**config.mk**
```make
export PLATFORM = sky130hd
export DESIGN_NAME = pic_fetch_sequencer
export DESIGN_NICKNAME = d
export VERILOG_FILES = /design/src/rtl/pic_fetch_sequencer.sv
export SDC_FILE = /design/constraint.sdc
export NUM_CORES = 1
export LEC_CHECK = 0
export CAP_MARGIN = 20
export CELL_PAD_IN_SITES_DETAIL_PLACEMENT = 0
export CELL_PAD_IN_SITES_GLOBAL_PLACEMENT = 1
export CORE_UTILIZATION = 40
export CTS_CLUSTER_SIZE = 12
export DETAILED_ROUTE_END_ITERATION = 8
export GPL_TIMING_DRIVEN = 1
export PLACE_DENSITY = 0.81
export SETUP_SLACK_MARGIN = 0.5
export SLEW_MARGIN = 15
export SYNTH_ARGS = -nofsm -noshare
export SYNTH_HDL_FRONTEND = slang
export SYNTH_SLANG_ARGS = --single-unit
```
**constraint.sdc**
```tcl
create_clock -name ck -period 2.7 [get_ports ck]
set_input_delay 0.405 -clock ck [delete_from_list [all_inputs] [get_ports ck]]
set_output_delay 0.405 -clock ck [all_outputs]
set_load 0.01 [all_outputs]
```
**src/rtl/pic_fetch_sequencer.sv**
```systemverilog
// pic_fetch_sequencer: fetch FSM owning the PC, ROM handshake, instruction issue,
// GOTO/CALL/RETLW/skip resolution and a circular return-address stack.
module pic_fetch_sequencer #(
  parameter int         ROM_WAIT    = 3,
  parameter int         STACK_DEPTH = 2,
  parameter logic [9:0] RESET_VEC   = 10'h000
) (
  input  logic        ck,
  input  logic        clr,
  input  logic        run,
  output logic [9:0]  rom_addr,
  output logic        rom_oe,
  input  logic [11:0] rom_data,
  output logic [11:0] ir,
  output logic        ir_valid,
  input  logic        ir_ready,
  input  logic        ex_skip,
  output logic [9:0]  pc,
  output logic        busy,
  output logic        stk_ovf,
  output logic        stk_unf
);
  localparam int SW = $clog2(STACK_DEPTH);
  typedef enum logic [2:0] {IDLE, FETCH, WAIT, LATCH, ISSUE} state_t;
  state_t        state;
  logic [3:0]    cnt;
  logic [SW-1:0] sp, sp_m1;
  logic [SW:0]   occ;
  logic [9:0]    stk [STACK_DEPTH];
  logic [9:0]    next_pc;
  logic          is_goto, is_call, is_ret, full;
  assign is_goto  = ir[11:9] == 3'b101;
  assign is_call  = ir[11:8] == 4'b1001;
  assign is_ret   = ir[11:8] == 4'b1000;
  assign sp_m1    = sp - 1'b1;
  assign full     = occ == (SW+1)'(STACK_DEPTH);
  assign rom_addr = pc;
  assign busy     = state != IDLE;
  // {8'd0, ex_skip, ~ex_skip} is 2 when skipping, 1 otherwise
  assign next_pc  = is_goto ? {pc[9], ir[8:0]} :
                    is_call ? {pc[9], 1'b0, ir[7:0]} :
                    is_ret  ? stk[sp_m1] :
                              pc + {8'd0, ex_skip, ~ex_skip};
  always_ff @(posedge ck) begin
    if (clr) begin
      state    <= IDLE;
      pc       <= RESET_VEC;
      ir       <= '0;
      ir_valid <= 1'b0;
      rom_oe   <= 1'b0;
      sp       <= '0;
      occ      <= '0;
      cnt      <= '0;
      stk_ovf  <= 1'b0;
      stk_unf  <= 1'b0;
    end else begin
      case (state)
        IDLE: if (run) begin
          state  <= FETCH;
          rom_oe <= 1'b1;
        end
        FETCH: begin
          state <= ROM_WAIT == 0 ? LATCH : WAIT;
          cnt   <= '0;
        end
        WAIT: begin
          cnt <= cnt + 1'b1;
          if (cnt == 4'(ROM_WAIT - 1)) state <= LATCH;
        end
        LATCH: begin
          ir       <= rom_data;
          ir_valid <= 1'b1;
          rom_oe   <= 1'b0;
          state    <= ISSUE;
        end
        ISSUE: if (ir_ready) begin
          pc       <= next_pc;
          ir_valid <= 1'b0;
          rom_oe   <= run;
          state    <= run ? FETCH : IDLE;
          // a full stack overwrites its oldest entry, which sits at sp
          if (is_call) begin
            stk[sp] <= pc + 10'd1;
            sp      <= sp + 1'b1;
            if (full) stk_ovf <= 1'b1;
            else occ <= occ + 1'b1;
          end
          if (is_ret) begin
            sp <= sp_m1;
            if (occ == '0) stk_unf <= 1'b1;
            else occ <= occ - 1'b1;
          end
        end
        default: state <= IDLE;
      endcase
    end
  end
endmodule

```
==> impl_metrics.tcl <==
set metrics [dict create \
    grt_max_degree 37 \
    ant_nets 0 \
    area_growth_syn_to_layout_pct 21.6 \
    routed-via-count 2291 \
    worstPathRequired_ps 2910 \
    peakVddDrop_uv 255 \
    leakage_nw 1.17 \
    syn_nets 334 \
    drt_drc_violations_left 0 \
    synth_flop_cell "dfxtp_1" \
    cp-end-kind "flop" \
    worstPathMaxFanout 4 \
    gp_congestion 0.811 \
    ys_warn_count 0 \
    yosysTopAreaCell "dfxtp_1" \
    cts_made_buffers 5 \
    synth_area_sq_mm 0.00291 \
    rsz0062_at_grt "true" \
    clk_latency_ps 320 \
    wirelength_microns 6660 \
    synthTopCellsByCount "nand2_1 (42), dfxtp_1 (36), a21oi_1 (31)" \
    fillers 662 \
    ys_types 54 \
    die_w_microns 87.3 \
    grt.overflow.total 0 \
    syn_inst 307 \
    max_slew_margin 0.540 \
    synth_top_area_frac 0.247 \
    pwr_density_cell_mw_per_mm2 426 \
    core_area_sq_mm 0.00691 \
    drive_gt1_frac 0.101 \
    slew_viol_final 0 \
    syn_area_per_cell_sq_um 9.49 \
    status "complete, no violations" \
    dr.first_iter.drc_count 93 \
    routedWlPerCell_microns 15.1 \
    finalSetupViolations 0 \
    max_stage_delay_ps 440 \
    htree_num_levels 2 \
    fin_crit_sh 0.804 \
    multi_input_area_sq_mm 0.00136 \
    hold_viol 0 \
    yosys_register_bits 56 \
    stdcell_area_sq_mm 0.00354 \
    drv_cap 0 \
    place_hpwl_microns 4710 \
    clockBufferDepth 2 \
    path_cells "clkdlybuf4s50_1 > inv_2 > ha_1 > inv_1 > fa_2 > nand4b_1 > buf_4 > o31ai_1 > a211oi_2" \
    path_class "input port to flop" \
    die_area_sq_mm 0.00763 \
    cts-root-buf "clkbuf_8" \
    grt_pass1_vias 2108 \
    seqCellArea_sq_mm 0.00133 \
    synth-edff-count 20 \
    antenna_found_initial 0 \
    tritoncts "yes" \
    synth-seq-area-share 0.454 \
    grt.total_usage 0.185 \
    clkTransAtPathRegs_ps 120 \
    io_pins 54 \
    nets 371 \
    die_h_microns 87.3 \
    synth_area_leaders "dfxtp_1 (25%), edfxtp_1 (21%), nand2_1 (5.4%)" \
    drtPass1Iterations 4 \
    placedInstanceArea_sq_mm 0.00343 \
    setup_tns_ps 0 \
    initial_core_util 0.422 \
    cts.sinks 56 \
    cpMaxStageDelayCell "clkdlybuf4s50_1" \
    tightest_slew_ps 689 \
    grt_pass1_wl_microns 10800 \
    row_count 30 \
    hold_class "flop to flop" \
    port_buffers 53 \
    post-route-min-period_ps 2170 \
    max_freq_ghz 0.460 \
    cp.arrival_ps 2380 \
    yosysMostFrequentCell "nand2_1" \
    antenna_cells 0 \
    avgViaCountPerCell 5.20 \
    ys_async_sr_fraction 0 \
    finClkSkew_ps 11.5 \
    crit_path_start_kind "input port" \
]
[cell usage in the layout, fill, tap and decap left out, types with 5 or more instances in the layout]
| cell | count |
|---|---|
| edfxtp_1 | 20 |
| o21ai_0 | 13 |
| mux2i_1 | 9 |
| nor2_1 | 13 |
| nand2_1 | 42 |
| clkbuf_8 | 5 |
| inv_1 | 11 |
| a21oi_1 | 31 |
| buf_4 | 8 |
| xnor2_1 | 8 |
| dfxtp_1 | 32 |
| clkdlybuf4s50_1 | 53 |
| nor3_1 | 5 |
| ha_1 | 9 |
| nand3_1 | 8 |
[final timing paths]
path	to	slack [ps]	start	cells past startpoint
setup reg to reg	pc[8]	670	pc[0]	7
hold / removal	ir_valid	470	ir_valid	2
setup / recovery	pc[8]	530	ex_skip	9
hold reg to reg	ir_valid	470	ir_valid	2
[metrics by stage]
stage	total power, mW	instances	worst slack (ps)	utilization	hold WS (ps)
6_report	1.51	441	528	0.513	472
5_1_grt	1.57	441	458	0.513	492
4_1_cts	1.51	440	507	0.510	472
3_5_place_dp	1.03	432	178	0.496	456
3_3_place_gp	1.03	432	262	0.496	450
2_1_floorplan	0.974	307	546	-	475
[cells by family (layout without fill, tap and decap cells)]
logic type | Yosys count | after routing | share of synthesized area
AOI/OAI and AO/OA | 80 | 80 | 0.177
adders and majority gates | 10 | 10 | 0.0455
DFF | 56 | 56 | 0.454
and+or+nand+nor | 96 | 96 | 0.171
buffers and inverters | 43 | 81 | 0.0808
xor gates and xnor gates | 10 | 10 | 0.0301
muxes | 12 | 12 | 0.0425
[final cells by class]
cell class,count,share of cell area
timing repair buffer,61,0.167
tap,96,0.0339
clock buffer,5,0.0194
multi-input combinational,208,0.385
clock inverter,3,0.00777
inverter,12,0.0127
sequential,56,0.374
[flip-flops by register name, summed over array words and instances, names as in the netlist, named ones only]
register,count
pc,10
ir_valid,1
cnt,4
state,3
sp,1
stk_unf,1
stk,20
occ,1
rom_oe,1
stk_ovf,1
ir,12
[metal layers]
layer / part of all wire / up-vias / GRT usage / wire length, microns
li1: - / 1157 / - / -
met1: 0.49 / 1073 / 0.272 / 3280
met2: 0.46 / 57 / 0.280 / 3050
met3: 0.041 / 4 / 0.0379 / 273
met4: 0.0074 / 0 / 0.0402 / 49
met5: 0 / - / 0 / 0
[worst max-delay path: cells and delay by family]
| kind | cells | cell delay (ps) |
|---|---|---|
| fa+ha+maj | 2 | 530 |
| buf+inv | 4 | 800 |
| simple gates | 1 | 300 |
| compound gates | 2 | 350 |
[power breakdown]
| part | leakage [nW] | internal (mW) | switching [mW] |
|---|---|---|---|
| Sequential | 0.477 | 0.878 | 0.0207 |
| Clock | 0.0463 | 0.191 | 0.306 |
| Combinational | 0.647 | 0.0623 | 0.0491 |
[what timing repair did]
| action | 4_1_cts | 5_1_grt |
|---|---|---|
| setup endpoints to repair | 0 | 3 |
| buffers inserted | 0 | 1 |
| hold buffers | 0 | 0 |
| gates resized for setup | 0 | 8 |
Power figures use the tool's default switching activity.
